--- config.mk ---
export PLATFORM = sky130hd
export DESIGN_NAME = alu_cmd_sequencer
export DESIGN_NICKNAME = d
export VERILOG_FILES = /design/src/rtl/alu_cmd_sequencer.sv
export SDC_FILE = /design/constraint.sdc
export NUM_CORES = 1
export LEC_CHECK = 0
export BUFFER_PORTS_ARGS = -buffer_cell sky130_fd_sc_hd__buf_2
export CAP_MARGIN = 15
export CORE_UTILIZATION = 50
export CTS_BUF_LIST = sky130_fd_sc_hd__clkbuf_8
export DETAILED_ROUTE_END_ITERATION = 8
export GPL_ROUTABILITY_DRIVEN = 0
export PLACE_DENSITY = 0.86
export SYNTH_ARGS = -nofsm -noshare
export SYNTH_HDL_FRONTEND = slang
export SYNTH_SLANG_ARGS = --single-unit
export TNS_END_PERCENT = 10
--- constraint.sdc ---
create_clock -name c -period 3.8 [get_ports c]
set_input_delay 1.14 -clock c [delete_from_list [all_inputs] [get_ports c]]
set_output_delay 1.14 -clock c [all_outputs]
set_load 0.01 [all_outputs]
--- src/rtl/alu_cmd_sequencer.sv ---
// ============================================================================
// Module   : alu_cmd_sequencer
// Purpose  : Issues one opcode/operand command to a fixed-latency ALU, waits
//            LAT cycles, captures Z and returns it on a valid/ready response port.
//            Optional divide-by-zero short-circuit: define DIV0_CHECK_EN.
// Revision : 1.0  initial release
// ============================================================================
`default_nettype none

module alu_cmd_sequencer #(
  parameter int LAT   = 3,
  parameter int CNT_W = 8
) (
  input  logic             c,
  input  logic             r,
  input  logic             cmd_valid,
  output logic             cmd_ready,
  input  logic [3:0]       cmd_op,
  input  logic [15:0]      cmd_x,
  input  logic [15:0]      cmd_y,
  output logic             alu_r,
  output logic [3:0]       alu_s,
  output logic [15:0]      alu_x,
  output logic [15:0]      alu_y,
  input  logic [31:0]      alu_z,
  output logic             rsp_valid,
  input  logic             rsp_ready,
  output logic [31:0]      rsp_data,
  output logic [3:0]       rsp_op,
  output logic             rsp_err,
  output logic             busy,
  output logic [CNT_W-1:0] done_cnt
);

  localparam int WAIT_W = (LAT > 1) ? $clog2(LAT) : 1;

  generate
    if (LAT < 1) begin : g_lat_check
      $error("alu_cmd_sequencer: LAT must be >= 1");
    end
  endgenerate

  typedef enum logic [1:0] {
    IDLE = 2'd0,
    WAIT = 2'd1,
    RESP = 2'd2
  } state_t;

  state_t            state;
  logic [WAIT_W-1:0] wait_cnt;

`ifdef DIV0_CHECK_EN
  // Set when the in-flight command was short-circuited as a divide by zero.
  logic div0;
`endif

  assign cmd_ready = (state == IDLE);
  assign busy      = (state != IDLE);

`ifndef DIV0_CHECK_EN
  assign rsp_err = 1'b0;
`endif

  always_ff @(posedge c) begin
    alu_r <= ~r;
    if (r) begin
      state     <= IDLE;
      wait_cnt  <= '0;
      alu_s     <= '0;
      alu_x     <= '0;
      alu_y     <= '0;
      rsp_valid <= 1'b0;
      rsp_data  <= '0;
      rsp_op    <= '0;
      done_cnt  <= '0;
`ifdef DIV0_CHECK_EN
      rsp_err   <= 1'b0;
      div0      <= 1'b0;
`endif
    end else begin
      case (state)
        IDLE: begin
          if (cmd_valid) begin
            rsp_op <= cmd_op;
            state  <= WAIT;
`ifdef DIV0_CHECK_EN
            if (cmd_op == 4'd3 && cmd_y == 16'd0) begin
              // ALU is left untouched; the error response goes out on the next edge.
              div0     <= 1'b1;
              wait_cnt <= '0;
            end else begin
              div0     <= 1'b0;
              alu_s    <= cmd_op;
              alu_x    <= cmd_x;
              alu_y    <= cmd_y;
              wait_cnt <= WAIT_W'(LAT - 1);
            end
`else
            alu_s    <= cmd_op;
            alu_x    <= cmd_x;
            alu_y    <= cmd_y;
            wait_cnt <= WAIT_W'(LAT - 1);
`endif
          end
        end

        WAIT: begin
          if (wait_cnt == '0) begin
            rsp_valid <= 1'b1;
            state     <= RESP;
`ifdef DIV0_CHECK_EN
            if (div0) begin
              rsp_data <= 32'hFFFF_FFFF;
              rsp_err  <= 1'b1;
            end else begin
              rsp_data <= alu_z;
              rsp_err  <= 1'b0;
            end
`else
            rsp_data <= alu_z;
`endif
          end else begin
            wait_cnt <= wait_cnt - WAIT_W'(1);
          end
        end

        RESP: begin
          if (rsp_ready) begin
            rsp_valid <= 1'b0;
            done_cnt  <= done_cnt + CNT_W'(1);
            state     <= IDLE;
`ifdef DIV0_CHECK_EN
            rsp_err   <= 1'b0;
            div0      <= 1'b0;
`endif
          end
        end

        default: state <= IDLE;
      endcase
    end
  end

endmodule

`default_nettype wire
==> implementation parameters <==
Parameter                              Value

Setup path
  Critical path endpoint ... busy
  FF-to-FF Start ... state[1]
  Reg2Reg Setup Slack ... 2.24 ns
  Data arrival, critical path ... 1.25 ns
  Kind of end point of the critical path ... output port
  Maximum net fanout on the critical path ... 11
  Launching instance or port of the critical path ... state[1]
  Critical path launch point type ... flip-flop
  Critical path required time ... around 2.7 ns
  Number of cells traversed by the worst register-to-register path ... 3
  Worst r2r dst ... done_cnt[5]
  Type of the setup path with the least slack ... flip-flop to output port

Pwr
  Switching power summed over all nets ... 0.5056 mW
  Fraction of power spent switching nets ... roughly 28%
  Combinational Power Share ... 17.3%
  Seq pwr share ... 52.3%
  Power Dens Cells ... about 460 mW/mm^2
  Leakage component of the power ... 1.888 nW
  Clock Power Share ... 30.4%
  Peak VDD IR ... about 0.25 mV
  Internal portion of total power ... 1.323 mW

Clock tree
  Post-CTS sizing ... 0
  Number of H-tree levels ... 3
  CTS tree ... done
  Hold buffer count at cts ... 0
  Clock Sinks ... 82
  Clock latency reported for the late side of the worst-skew pair ... 0.33 ns
  Clock slew seen by the registers of the worst setup and hold paths ... 0.08 ns
  Master cell of the clock root buffer ... sky130_fd_sc_hd__clkbuf_8
  Buffers inserted by post-CTS timing repair ... 0
  Number of clock buffers inserted by TritonCTS ... 9
  Max Root-Sink Buffers ... 2

STA
  Final count of pins violating max slew ... 0
  Hold violation total from the final report ... 0
  Ratio of final minimum period to clock period ... 62.97%
  Slew at the pin closest to its max-slew limit ... 0.7539 ns
  Fmax ... 417.9 MHz
  Final-report setup violation count ... 0
  Setup tns final ... 0 ns
  Worst max-slew margin expressed relative to the limit ... about half
  Post-route setup slack ... around 1.4 ns
  Setup clock skew after layout ... about 0.0099 ns
  Unrepaired setup endpoints after global routing ... no
  Period minus WS final ... between 2 and 2.5 ns

Yosys
  Area share of fa/ha/maj cells after synthesis ... 1.232%
  Area share of xor/xnor cells in the synthesized design ... less than 1%
  Area fraction in compound gates after synthesis ... 14.37%
  Synth Area per Inst ... 8.168 sq um
  Sequential area share after synthesis ... 53.88%
  Mapped Cells ... around 370
  Post-synthesis register bit count ... between 80 and 90
  Mux cell area share after synthesis ... 0.3285%
  Yosys synthesis warning count ... 0
  Cell area after synthesis ... 0.003047 sq mm
  Synth unique cells ... 33
  Dominant combinational cell family by area after synthesis ... simple AND/OR/NAND/NOR gates
  Synthesized Nets ... about 450
  Simple-gate portion of the synthesized area ... 22.83%

Floorplanning
  Io pins ... 157
  Floorplan die area ... 0.006410 sq mm
  Core region area ... 0.005886 sq mm
  Cell Rows ... 28
  Initial core utilization ... between 50 and 60%
  Die extent in x ... 80.06 um
  Die Height ... 80.06 um

Layout
  Antenna fix cells ... 0
  Most frequent cells in the layout ... 155 x sky130_fd_sc_hd__buf_2, 138 x sky130_fd_sc_hd__nand2_1, 82 x sky130_fd_sc_hd__dfxtp_1, 75 x sky130_fd_sc_hd__a21oi_1, 11 x sky130_fd_sc_hd__clkbuf_8
  Most common library cell in the layout ignoring fill and taps ... sky130_fd_sc_hd__buf_2
  Nets@finish ... 588
  Area growth, synth to finish ... 30.68%
  Share of layout cells above drive strength 1 ... about a third
  Post-route insts no fill ... 592

GRT
  Global-route wire length before repair ... 10570 um
  Initial antenna violation count ... 0
  Tot GR Track Use ... around a fifth
  Largest net degree at the start of global routing ... 42
  Vias in the first global route ... 2486
  Total congestion overflow after global routing ... 0

Drt
  Number of vias per cell ... 4.944
  1st-pass router iterations ... 4
  Detail-routed net length per standard cell ... around 12 um
  DRC ... 0
  Number of nets still failing antenna checks after routing ... 0
  Total length of routed wires ... 6896 um
  First-iteration detailed-routing DRC count ... 94
  Total via count in the routed design ... 2927

Placement
  Placement-stage worst setup slack ... roughly 1.6 ns
  IO buf count ... 155
  Placed Instances ... 576
  Dpl hpwl ... 4717 um

Hold path
  Path class of the lowest-slack min-delay path ... flip-flop to flip-flop

Job
  Max-capacitance violation count ... 0

Outcome
  Outcome ... finished clean
sequential cells by signal, summed over array words and instances, names as in the netlist:
| name | flops |
|---|---|
| alu_r | 1 |
| done_cnt | 8 |
| rsp_data | 32 |
| wait_cnt | 2 |
| alu_x | 16 |
| rsp_valid | 1 |
| alu_y | 16 |
| state | 2 |
| rsp_op | 4 |
cells in the mapped netlist, drive strengths merged:
master | instances | area [sq um]
nand4 | 2 | 12.51
ha | 3 | 37.54
nand2 | 138 | 518.0
conb | 1 | 3.750
mux2i | 1 | 10.01
o21ai | 3 | 15.01
or4 | 2 | 15.01
o31ai | 2 | 15.01
nor2 | 8 | 30.03
nor3 | 2 | 10.01
a2bb2oi | 1 | 8.760
inv | 4 | 15.01
nand3 | 1 | 5.000
nand3b | 2 | 27.53
a21oi | 75 | 375.4
and3b | 1 | 8.760
or3 | 3 | 18.77
a2111oi | 1 | 8.760
xor2 | 2 | 17.52
nand2b | 1 | 6.260
and2 | 1 | 6.260
nand4b | 1 | 8.760
dfxtp | 82 | 1642
a211oi | 1 | 7.510
buf | 18 | 138.9
nor3b | 2 | 20.02
clkbuf | 13 | 48.80
or3b | 1 | 8.760
o21a | 1 | 7.510
worst max-delay path: stages, from the launching register on:
cell,delay [ns]
sky130_fd_sc_hd__dfxtp_1,0.61
sky130_fd_sc_hd__nor2_1,0.13
sky130_fd_sc_hd__inv_1,0.07
sky130_fd_sc_hd__buf_2,0.12
routing by layer:
metal / global-route usage (%) / vias up / routed length (um)
met4: 8.750 / 0 / 87
met5: 0 / - / 0
met2: 36.75 / 111 / 3285
met1: 23.68 / 1321 / 2992
met3: 5.795 / 9 / 531
li1: - / 1486 / -
worst min-delay path by stage:
| stage | start | to | slack (ns) | cells after the start |
|---|---|---|---|---|
| floorplan | alu_x[0] | alu_x[0] | 0.48 | 2 |
| global placement | alu_y[0] | alu_y[0] | 0.44 | 2 |
| detailed placement | rsp_data[19] | rsp_data[19] | 0.44 | 2 |
| CTS | rsp_data[13] | rsp_data[13] | 0.45 | 2 |
| global route | alu_y[11] | alu_y[11] | 0.47 | 2 |
| finish | rsp_data[19] | rsp_data[19] | 0.45 | 2 |
cell type report:
class	count	area [sq um]
Tap cell	75	93.84
Clock buffer	11	151.4
Inverter	4	15.01
Multi-Input combinational cell	256	1209
Clock inverter	4	27.53
Timing Repair Buffer	160	843.3
Fill cell	527	1904
Sequential cell	82	1642
power by group through the flow:
stage	clock network, mW	logic [mW]	registers [mW]
2_1_floorplan	0	0.174	0.999
3_3_place_gp	0	0.305	0.975
3_5_place_dp	0	0.313	0.976
4_1_cts	0.577	0.313	0.957
5_1_grt	0.607	0.352	0.965
6_report	0.556	0.316	0.957
metrics by stage:
stage	util [%]	total power, mW	hold WS (ns)	instance area, sq um
floorplan	-	1.173	0.4805	3047
global placement	64.18	1.280	0.4381	3777
detailed placement	64.18	1.289	0.4431	3777
CTS	67.22	1.846	0.4537	3956
global route	67.64	1.925	0.4684	3981
finish	67.64	1.829	0.4533	3981
kinds of logic (layout without fill, tap and decap cells):
| kind of cell | after synthesis | in the layout |
|---|---|---|
| buffers and inverters | 35 | 179 |
| xor gates and xnor gates | 2 | 2 |
| AOI/OAI and AO/OA | 84 | 84 |
| adders and majority gates | 3 | 3 |
| DFF | 82 | 82 |
| other | 1 | 1 |
| and+or+nand+nor | 165 | 165 |
| muxes | 1 | 1 |
No activity file was read; power rests on OpenSTA's default activity.
